<file path="config.mk">
export PLATFORM = sky130hd
export DESIGN_NAME = instruction_encoder_loader
export DESIGN_NICKNAME = d
export VERILOG_FILES = /design/src/rtl/instruction_encoder_loader.sv
export SDC_FILE = /design/constraint.sdc
export NUM_CORES = 1
export LEC_CHECK = 0
export ABC_AREA = 1
export CORE_UTILIZATION = 40
export CTS_CLUSTER_SIZE = 30
export DETAILED_ROUTE_END_ITERATION = 10
export PLACE_DENSITY = 0.76
export SLEW_MARGIN = 20
export SYNTH_ARGS = -nofsm -noshare
export SYNTH_HDL_FRONTEND = slang
export SYNTH_SLANG_ARGS = --single-unit
</file>
<file path="constraint.sdc">
create_clock -name i_clk -period 2.1 [get_ports i_clk]
set_input_delay 0.42 -clock i_clk [delete_from_list [all_inputs] [get_ports i_clk]]
set_output_delay 0.42 -clock i_clk [all_outputs]
set_load 0.005 [all_outputs]
</file>
<file path="src/rtl/instruction_encoder_loader.sv">
// instruction_encoder_loader
//   Packs instruction fields into 32-bit CPU instruction words and streams them into
//   instruction memory through a single write port, stalling on memory busywait.
//
// Ports
//   i_clk, i_reset          clock (rising edge), synchronous active-high reset
//   i_start                 begin a load session (pulse, honoured in IDLE/DONE only)
//   i_in_valid, o_in_ready  field-bundle handshake
//   i_fmt, i_opcode, i_writereg, i_readreg1, i_readreg2, i_immediate, i_offset, i_last
//                           instruction fields; i_fmt 0=RRR 1=RI 2=BR 3=J
//   o_mem_write, o_mem_addr, o_mem_writedata, i_mem_busywait
//                           instruction-memory write port
//   o_word_count            words committed this session
//   o_load_done             session finished
//   o_overflow              MAX_WORDS reached without LAST
module instruction_encoder_loader #(
    parameter int unsigned ADDR_WIDTH = 10,
    parameter int unsigned BASE_ADDR  = 0,
    parameter int unsigned MAX_WORDS  = 256,
    localparam int unsigned CW        = $clog2(MAX_WORDS) + 1
) (
    input  logic                  i_clk,
    input  logic                  i_reset,
    input  logic                  i_start,
    input  logic                  i_in_valid,
    output logic                  o_in_ready,
    input  logic [1:0]            i_fmt,
    input  logic [7:0]            i_opcode,
    input  logic [2:0]            i_writereg,
    input  logic [2:0]            i_readreg1,
    input  logic [2:0]            i_readreg2,
    input  logic [7:0]            i_immediate,
    input  logic [7:0]            i_offset,
    input  logic                  i_last,
    output logic                  o_mem_write,
    output logic [ADDR_WIDTH-1:0] o_mem_addr,
    output logic [31:0]           o_mem_writedata,
    input  logic                  i_mem_busywait,
    output logic [CW-1:0]         o_word_count,
    output logic                  o_load_done,
    output logic                  o_overflow
);

    localparam logic [1:0]            FMT_RRR  = 2'd0;
    localparam logic [1:0]            FMT_RI   = 2'd1;
    localparam logic [1:0]            FMT_BR   = 2'd2;
    localparam logic [CW-1:0]         MAX_CNT  = CW'(MAX_WORDS);
    localparam logic [ADDR_WIDTH-1:0] BASE     = ADDR_WIDTH'(BASE_ADDR);
    localparam logic [ADDR_WIDTH-1:0] ADDR_INC = ADDR_WIDTH'(4);

    typedef enum logic [1:0] {
        ST_IDLE,
        ST_ACCEPT,
        ST_WRITE,
        ST_DONE
    } state_t;

    state_t                r_state;
    logic                  r_in_ready;
    logic                  r_mem_write;
    logic [ADDR_WIDTH-1:0] r_mem_addr;
    logic [31:0]           r_mem_writedata;
    logic [CW-1:0]         r_word_count;
    logic                  r_load_done;
    logic                  r_overflow;
    logic                  r_last;

    logic [31:0]           w_encoded;
    logic [CW-1:0]         w_count_inc;
    logic                  w_full;

    // Field packing; every bit not named by the format stays 0.
    always_comb begin
        w_encoded        = 32'd0;
        w_encoded[31:24] = i_opcode;
        case (i_fmt)
            FMT_RRR: begin
                w_encoded[18:16] = i_writereg;
                w_encoded[10:8]  = i_readreg1;
                w_encoded[2:0]   = i_readreg2;
            end
            FMT_RI: begin
                w_encoded[18:16] = i_writereg;
                w_encoded[7:0]   = i_immediate;
            end
            FMT_BR: begin
                w_encoded[23:16] = i_offset;
                w_encoded[10:8]  = i_readreg1;
                w_encoded[2:0]   = i_readreg2;
            end
            default: begin
                w_encoded[23:16] = i_offset;
            end
        endcase
    end

    assign w_count_inc = r_word_count + CW'(1);
    assign w_full      = (w_count_inc == MAX_CNT);

    always_ff @(posedge i_clk) begin
        if (i_reset) begin
            r_state         <= ST_IDLE;
            r_in_ready      <= 1'b0;
            r_mem_write     <= 1'b0;
            r_mem_addr      <= BASE;
            r_mem_writedata <= 32'd0;
            r_word_count    <= '0;
            r_load_done     <= 1'b0;
            r_overflow      <= 1'b0;
            r_last          <= 1'b0;
        end else begin
            case (r_state)
                ST_IDLE, ST_DONE: begin
                    if (i_start) begin
                        r_state      <= ST_ACCEPT;
                        r_in_ready   <= 1'b1;
                        r_mem_addr   <= BASE;
                        r_word_count <= '0;
                        r_load_done  <= 1'b0;
                        r_overflow   <= 1'b0;
                    end
                end
                ST_ACCEPT: begin
                    // r_in_ready is always 1 here, so i_in_valid alone completes the handshake.
                    if (i_in_valid) begin
                        r_mem_writedata <= w_encoded;
                        r_last          <= i_last;
                        r_mem_write     <= 1'b1;
                        r_in_ready      <= 1'b0;
                        r_state         <= ST_WRITE;
                    end
                end
                ST_WRITE: begin
                    if (!i_mem_busywait) begin
                        r_mem_write  <= 1'b0;
                        r_mem_addr   <= r_mem_addr + ADDR_INC;
                        r_word_count <= w_count_inc;
                        if (r_last || w_full) begin
                            r_state     <= ST_DONE;
                            r_load_done <= 1'b1;
                            r_overflow  <= w_full && !r_last;
                        end else begin
                            r_state    <= ST_ACCEPT;
                            r_in_ready <= 1'b1;
                        end
                    end
                end
                default: begin
                    r_state <= ST_IDLE;
                end
            endcase
        end
    end

    assign o_in_ready      = r_in_ready;
    assign o_mem_write     = r_mem_write;
    assign o_mem_addr      = r_mem_addr;
    assign o_mem_writedata = r_mem_writedata;
    assign o_word_count    = r_word_count;
    assign o_load_done     = r_load_done;
    assign o_overflow      = r_overflow;

endmodule
</file>
==> results of run 1 <==
-- cells in the mapped netlist (all sizes together) --
library cell,instances,area [um^2]
nor3,5,30.03
clkbuf,10,37.54
dfxtp,51,1021
nand4,5,31.28
nand3,26,135.1
buf,8,57.55
conb,1,3.750
nand2,88,337.8
ha,5,62.56
inv,35,131.4
o211ai,3,22.52
o21ai,19,95.09
nor2,30,122.6
clkinv,2,7.510
a21oi,37,188.9
a31oi,3,18.77
and3,1,6.260
-- report_power, final --
group	leakage (nW)	internal [W]	total [W]	switching, W
registers	0.414	0.00102	0.00104	0.0000277
logic	0.837	0.000219	0.000439	0.000220
clock network	0.0513	0.000350	0.000667	0.000317
total	1.30	0.00158	0.00215	0.000565
-- per-layer routing --
layer / vias up / track usage / part of all wire
li1: 1230 / - / -
met1: 1045 / 0.2167 / 0.40
met2: 104 / 0.3575 / 0.48
met3: 8 / 0.07647 / 0.11
met4: 0 / 0.06481 / 0.011
met5: - / 0 / 0
-- metrics by stage --
| stage | cells | utilization |
|---|---|---|
| floorplan | 335 | - |
| global placement | 487 | 0.5926 |
| detailed placement | 487 | 0.5926 |
| CTS | 494 | 0.6111 |
| global route | 494 | 0.6111 |
| finish | 494 | 0.6111 |
-- final cells by class --
class,instances,area share
inverters,37,0.04102
clock buffers,6,0.02143
flip-flops and latches,51,0.3016
well taps,72,0.02661
multi-input cells,229,0.3182
repair buffers,98,0.2823
clock inverters,1,0.008869
-- flip-flops by register name, summed over array words and instances (netlist names) --
name and cells:
o_mem_writedata 27, o_word_count 9, o_mem_addr 8, r_state 2, o_in_ready 1, o_load_done 1, o_mem_write 1, o_overflow 1
r_last 1
-- cells by family (layout without fill, tap and decap cells) --
kind of cell,count (synthesis),in the layout
compound gates,62,62
fa+ha+maj,5,5
buf+inv,55,142
flops,51,51
other cells,1,7
simple gates,155,155
-- path summary, 6_finish.rpt --
path / startpoint / endpoint / slack, ns / depth (start not counted)
hold reg to reg: o_in_ready / o_in_ready / 0.46 / 2
setup reg to reg: r_state[0] / o_mem_addr[8] / 0.21 / 10
setup / recovery: r_state[0] / o_mem_addr[8] / 0.21 / 10
hold / removal: o_in_ready / o_in_ready / 0.46 / 2
-- worst register-to-register path: stages, from the launching register on --
cell and delay (ns):
dfxtp_1 0.36, inv_1 0.05, ha_1 0.32, inv_1 0.06, nor2_1 0.04, nor2_1 0.15
o21ai_1 0.14, nor3_1 0.28, nand4_1 0.17, o21ai_1 0.16, a21oi_1 0.05
==> out/results.ini, run 1 <==
[status]
status=finished, final reports clean

[worst_setup_path]
cp_num_buf_inv=2
endpoint_kind=flop
crit_chain=inv_1 -> ha_1 -> inv_1 -> nor2_1 -> nor2_1 -> o21ai_1 -> nor3_1 -> nand4_1 -> o21ai_1 -> a21oi_1
cp_data_required_time_ns=2.30
cp_top_family=simple AND/OR/NAND/NOR gates
start_kind=flop
critPathMaxStageDelay_ns=0.36
crit_fanout=3
crit_slowest_cell=dfxtp_1
crit_type=reg2reg
cp.arrival_ns=2.09

[place]
placed_area_um2=3283
gp_congestion=0.8220
portBuffers=88
dp_hpwl_um=4294
post-place-ws_ns=0.08323

[drt]
wl_per_cell_um=11.70
routed_via_density=4.832
routed_wl_um=5782
drcViolationCount=0
drtIter0Drc=134
detail-route-antenna-nets=0
drt_first_pass_iters=4
num_vias=2387

[global_routing]
overflow=0
grt_max_degree=27
track_usage=0.2003
grt_pass1_vias=2232
antenna_found_initial=0
grt_pass1_wl_um=9756

[timing]
slew_violations=0
setup_tns_ns=0
finalSetupViolations=0
hold_viol_final=0
period_needed_ns=1.894
finalWorstSetupSlack_ns=0.2056
rsz0062_at_grt=false
max_freq_ghz=0.5279
holdWs_ns=0.4641
skew_ns=0.004222
fin_crit_sh=0.9021

[clocking]
hold_buffers=0
cts_htree_levels=2
clock-sinks=51
cts-root-buf=clkbuf_8
clk_pin_slew_ns=0.09
cts_resized=0
insertion_delay_ns=0.30
cts_setup_buffers=0
cts_buffer_depth=2
cts_tree=yes
cts_inserted_buffers=5

[floorplan]
fp-row-count=27
die-area_um2=6082
fp.dieH_um=77.99
start_util=0.4169
die_w_um=77.99
coreArea_um2=5540
ios=96

[power]
ir_drop_mv=0.3845
power_leakage_nw=1.302
cellPowerDensity_nw_per_um2=635.0
power_w=0.002150

[cells_and_area]
nFillCells=514
layout_common_cells=clkdlybuf4s50_1 (88), nand2_1 (85), dfxtp_1 (51)
num-nets-final=468
n_antenna_cell=0
fin_area_um2=3386
seq_area_um2=1021
syn_to_final_growth_pct=46.59
layout_commonest_cell=clkdlybuf4s50_1
drive_gt1_frac=0.06872
multi_input_area_um2=1077

[synthesis]
muxShareOfSynthArea=0
synth_area_um2=2310
syn_avg_cell_area_um2=7.020
synthAdderAreaFrac=0.02709
synth-compound-area-share=0.1408
postSynthCellCount=329
synth_top_family_by_area=simple AND/OR/NAND/NOR gates
synth.distinct_cells=25
yosys.area_share.simple=0.2871
synthXorXnorAreaFrac=0
ys_ff_latch=51
ys_warn_count=0
synth_seq_area_share=0.4420

[flow_run]
cap_violations=0

[worst_hold_path]
hold_path_class=reg2reg

Note: power is estimated with default switching activity, not from simulation.
==> inputs of run 2 (changes only) <==
CORE_UTILIZATION = 30   (was 40)
PLACE_DENSITY = 0.6   (was 0.76)
==> out/results.ini, run 2 (synthesis results as in run 1) <==
[clocking]
clock-sinks=51  ; unchanged
clk_pin_slew_ns=0.10  ; about the same
cts_htree_levels=2  ; unchanged
cts_inserted_buffers=5  ; unchanged
cts-root-buf=clkbuf_8
insertion_delay_ns=0.31  ; about the same
cts_tree=yes
cts_buffer_depth=2  ; unchanged
hold_buffers=0  ; unchanged

[global_routing]
antenna_found_initial=0  ; unchanged
grt_pass1_vias=2176  ; -2.5%
grt_pass1_wl_um=10030  ; +2.8%
overflow=0  ; unchanged
track_usage=0.1530  ; -0.04731
grt_max_degree=32  ; +19%

[power]
switching_power_w=0.0006025  ; +6.6%
ir_drop_mv=0.3305  ; -14%
seqPwrFrac=0.491  ; +0.005
intPower_w=0.001520  ; -4.1%
power_leakage_nw=1.305  ; +0.30%
swShare=0.2838  ; +0.02098
combPwrFrac=0.217  ; +0.013
cellPowerDensity_nw_per_um2=617.0  ; -2.8%
clkPwrFrac=0.292  ; -0.018

[timing]
slew_violations=0  ; unchanged
period_needed_ns=1.821  ; -0.07357 ns
rsz0062_at_grt=false
skew_ns=0.007383  ; +0.003161 ns
setup_tns_ns=0  ; unchanged
hold_viol_final=0  ; unchanged
fin_crit_sh=0.8671  ; -0.03503
max_freq_ghz=0.5492  ; +4.0%
finalSetupViolations=0  ; unchanged

[floorplan]
fp-row-count=31  ; +15%
coreArea_um2=7331  ; +32%
ios=96  ; unchanged
start_util=0.3151  ; -0.1018
die_w_um=89.75  ; +15%
fp.dieH_um=89.75  ; +15%
die-area_um2=8054  ; +32%

[cells_and_area]
num-nets-final=469  ; +0.21%
largest_reg_flops=27  ; unchanged
n_antenna_cell=0  ; unchanged
layout_commonest_cell=clkdlybuf4s50_1
utilization=0.4694  ; -0.1417
layout_common_cells=clkdlybuf4s50_1 (88), nand2_1 (85), dfxtp_1 (51)
drive_gt1_frac=0.07783  ; +0.009110
syn_to_final_growth_pct=48.97
final-instance-count-excl-fill=523  ; +5.9%

[drt]
detail-route-antenna-nets=0  ; unchanged
drt_first_pass_iters=4  ; unchanged
wl_per_cell_um=11.63  ; -0.60%
routed_via_density=4.465  ; -7.6%
drcViolationCount=0  ; unchanged
drtIter0Drc=109  ; -19%
routed_wl_um=6085  ; +5.2%
num_vias=2335  ; -2.2%

[worst_setup_path]
cp_data_required_time_ns=2.34  ; +0.04 ns
crit_fanout=5  ; +2
r2r_slack_ns=0.28  ; +0.07 ns
cp.arrival_ns=2.07  ; -0.02 ns
endpoint_kind=flop
crit_type=reg2reg
start_kind=flop

[worst_hold_path]
hold_path_class=reg2reg

[place]
dp_hpwl_um=4555  ; +6.1%
portBuffers=88  ; unchanged
numPlacedInstances=515  ; +5.7%
gp_congestion=0.8341  ; +1.5%

[flow_run]
cap_violations=0  ; unchanged

[status]
status=finished, final reports clean

-- run 2: final timing paths --
kind / from / endpoint / cells after the start
worst min register to register: o_in_ready / o_in_ready / 2
worst max-delay path: o_word_count[1] / r_state[1] / 13
worst min-delay path: o_in_ready / o_in_ready / 2
worst max register to register: o_word_count[1] / r_state[1] / 13
-- run 2: power groups by stage --
stage / Combinational, W / Clock (W) / Sequential [W]
detailed placement: 0.000464 / 0 / 0.00106
global placement: 0.000462 / 0 / 0.00106
finish: 0.000461 / 0.000620 / 0.00104
CTS: 0.000466 / 0.000645 / 0.00104
floorplan: 0.000216 / 0 / 0.00107
global route: 0.000518 / 0.000696 / 0.00105
-- run 2: area by class of cell --
type,count,area (um^2)
fill,733,3890
multi-input combinational,229,1082
sequential,51,1021
timing repair buffer,99,975.9
inverter,37,138.9
tap,99,123.9
clock buffer,6,82.58
clock inverter,2,16.27
-- run 2: metal layers --
metal,vias to the layer above,global-route usage,wire length (um)
li1,1233,-,-
met4,0,0.05464,62
met2,81,0.2410,2654
met5,-,0,0
met3,5,0.07530,635
met1,1016,0.1793,2732
-- run 2: what timing repair did --
item / in CTS / in global routing
setup endpoints to repair: 0 / 1
setup buffers: 0 / 0
gates resized for setup: 0 / 1
-- run 2: worst max-delay path, stage by stage (launching register included) --
cell	delay, ns
dfxtp_1	0.43
ha_1	0.27
nand2_2	0.11
nor2_2	0.12
nand3_1	0.07
nand2_1	0.08
nand2_1	0.07
nor2_2	0.14
nand2_1	0.08
nand2_2	0.08
nand2_2	0.07
nand2_1	0.06
nand2_1	0.06
a21oi_2	0.10
-- run 2: metrics by stage --
| step | setup WS, ns | hold WS [ns] | total power [W] | cell area [um^2] |
|---|---|---|---|---|
| detailed placement | 0.08707 | 0.4561 | 0.001529 | 3337 |
| CTS | 0.2175 | 0.4722 | 0.002154 | 3436 |
| finish | 0.2791 | 0.4648 | 0.002123 | 3441 |
| global route | 0.04641 | 0.4947 | 0.002263 | 3441 |
| floorplan | 0.4228 | 0.4553 | 0.001284 | 2332 |
| global placement | 0.1272 | 0.4498 | 0.001526 | 3337 |
==> inputs of run 3 (changes only) <==
CORE_ASPECT_RATIO = 0.7   (was not set)
==> out/results.ini, run 3 (synthesis results as in run 1) <==
[place]
gp_congestion=0.8705  ; +4.4%
numPlacedInstances=513  ; -0.39%
portBuffers=88  ; unchanged
dp_hpwl_um=4727  ; +3.8%
post-place-ws_ns=0.07232  ; -0.01475 ns

[drt]
num_vias=2367  ; +1.4%
routed_via_density=4.543  ; +1.8%
drt_first_pass_iters=4  ; unchanged
wl_per_cell_um=12.22  ; +5.1%
detail-route-antenna-nets=0  ; unchanged
drcViolationCount=0  ; unchanged
drtIter0Drc=52  ; -52%
routed_wl_um=6369  ; +4.7%

[worst_setup_path]
cp.arrival_ns=2.08  ; about the same
crit_top_cell=inv_1
crit_chain=inv_1 -> ha_1 -> inv_1 -> nor2_1 -> nor2_2 -> o21ai_2 -> inv_2 -> nand2_1 -> nand2_1 -> inv_1 -> o21ai_1 -> a21oi_1
cp_num_buf_inv=4  ; +4
endpoint_kind=flop
cp_data_required_time_ns=2.33  ; about the same
cp_top_family=simple AND/OR/NAND/NOR gates
crit_fanout=8  ; +3
critPathMaxStageDelay_ns=0.37  ; -0.06 ns
crit_slowest_cell=dfxtp_1
start_kind=flop
crit_type=reg2reg

[timing]
skew_ns=0.005588  ; -0.001795 ns
slew_violations=0  ; unchanged
fin_crit_sh=0.8772  ; +0.01015
relSlewSlack=0.6661
finalSetupViolations=0  ; unchanged
setup_tns_ns=0  ; unchanged
finalWorstSetupSlack_ns=0.2578  ; -0.02131 ns
period_needed_ns=1.842  ; +0.02131 ns
rsz0062_at_grt=false
max_freq_ghz=0.5428  ; -1.2%
holdWs_ns=0.4676  ; +0.002816 ns
worst_pin_slew_ns=0.5003
hold_viol_final=0  ; unchanged

[cells_and_area]
n_antenna_cell=0  ; unchanged
final-instance-count-excl-fill=521  ; -0.38%
largest_reg_flops=27  ; unchanged
layout_commonest_cell=clkdlybuf4s50_1
syn_to_final_growth_pct=48.38
num-nets-final=468  ; -0.21%
utilization=0.4641  ; -0.005283
drive_gt1_frac=0.07801  ; +0.0001840
layout_common_cells=clkdlybuf4s50_1 (88), nand2_1 (85), dfxtp_1 (51)

[floorplan]
die-area_um2=8059  ; about the same
coreArea_um2=7385  ; +0.73%
die_w_um=106.9  ; +19%
fp.dieH_um=75.41  ; -16%
ios=96  ; unchanged
fp-row-count=26  ; -16%
start_util=0.3128  ; -0.002295

[clocking]
insertion_delay_ns=0.29  ; -0.02 ns
cts_setup_buffers=0  ; unchanged
hold_buffers=0  ; unchanged
cts_tree=yes
clock-sinks=51  ; unchanged
cts_buffer_depth=2  ; unchanged
clk_pin_slew_ns=0.09  ; about the same
cts_inserted_buffers=5  ; unchanged
cts-root-buf=clkbuf_8
cts_htree_levels=2  ; unchanged

[global_routing]
grt_max_degree=32  ; unchanged
grt_pass1_wl_um=10330  ; +3.0%
track_usage=0.1630  ; +0.01003
antenna_found_initial=0  ; unchanged
grt_pass1_vias=2213  ; +1.7%
overflow=0  ; unchanged

[power]
ir_drop_mv=0.2901  ; -12%
cellPowerDensity_nw_per_um2=617.0  ; about the same
power_leakage_nw=1.304  ; -0.10%

[flow_run]
cap_violations=0  ; unchanged

[worst_hold_path]
hold_path_class=reg2reg

[status]
status=finished, final reports clean

## run 3: stage by stage
stage	cell area (um^2)	power, W
finish	3427	0.002115
global route	3427	0.002241
CTS	3416	0.002143
detailed placement	3316	0.001520
global placement	3316	0.001515
floorplan	2332	0.001284
## run 3: cell type report
class / count / area [um^2]
tap: 98 / 122.6
fill: 758 / 3958
multi-input combinational: 229 / 1089
clock buffer: 8 / 100.1
timing repair buffer: 98 / 955.9
sequential: 51 / 1021
inverter: 37 / 138.9
## run 3: power by group
part | leakage [nW] | internal (W) | switching (W) | total [W]
Combinational | 0.839 | 0.000228 | 0.000228 | 0.000455
Sequential | 0.414 | 0.00102 | 0.0000275 | 0.00104
Clock | 0.0515 | 0.000302 | 0.000314 | 0.000616
## run 3: metal layers
metal | vias to the layer above | wire, um | GRT usage
li1 | 1229 | - | -
met1 | 1051 | 2942 | 0.2015
met2 | 83 | 2698 | 0.2703
met3 | 4 | 688 | 0.06587
met4 | 0 | 39 | 0.03805
met5 | - | 0 | 0
## run 3: repair_timing
action,4_1_cts,5_1_grt
hold endpoints to repair,0,0
endpoints found under the setup margin,0,3
gates resized for setup,0,3
## run 3: worst register-to-register path, delay by kind of cell (launching register included)
kind / cells / cell delay [ns]
simple gates: 4 / 0.44
flops: 1 / 0.37
fa+ha+maj: 1 / 0.32
buf+inv: 4 / 0.36
compound gates: 3 / 0.29
## run 3: final timing paths
kind | start | to | cells past startpoint | slack, ns
max | r_state[0] | o_mem_addr[8] | 12 | 0.26
min | o_mem_writedata[10] | o_mem_writedata[10] | 2 | 0.47
max reg2reg | r_state[0] | o_mem_addr[8] | 12 | 0.26
min reg2reg | o_mem_writedata[10] | o_mem_writedata[10] | 2 | 0.47
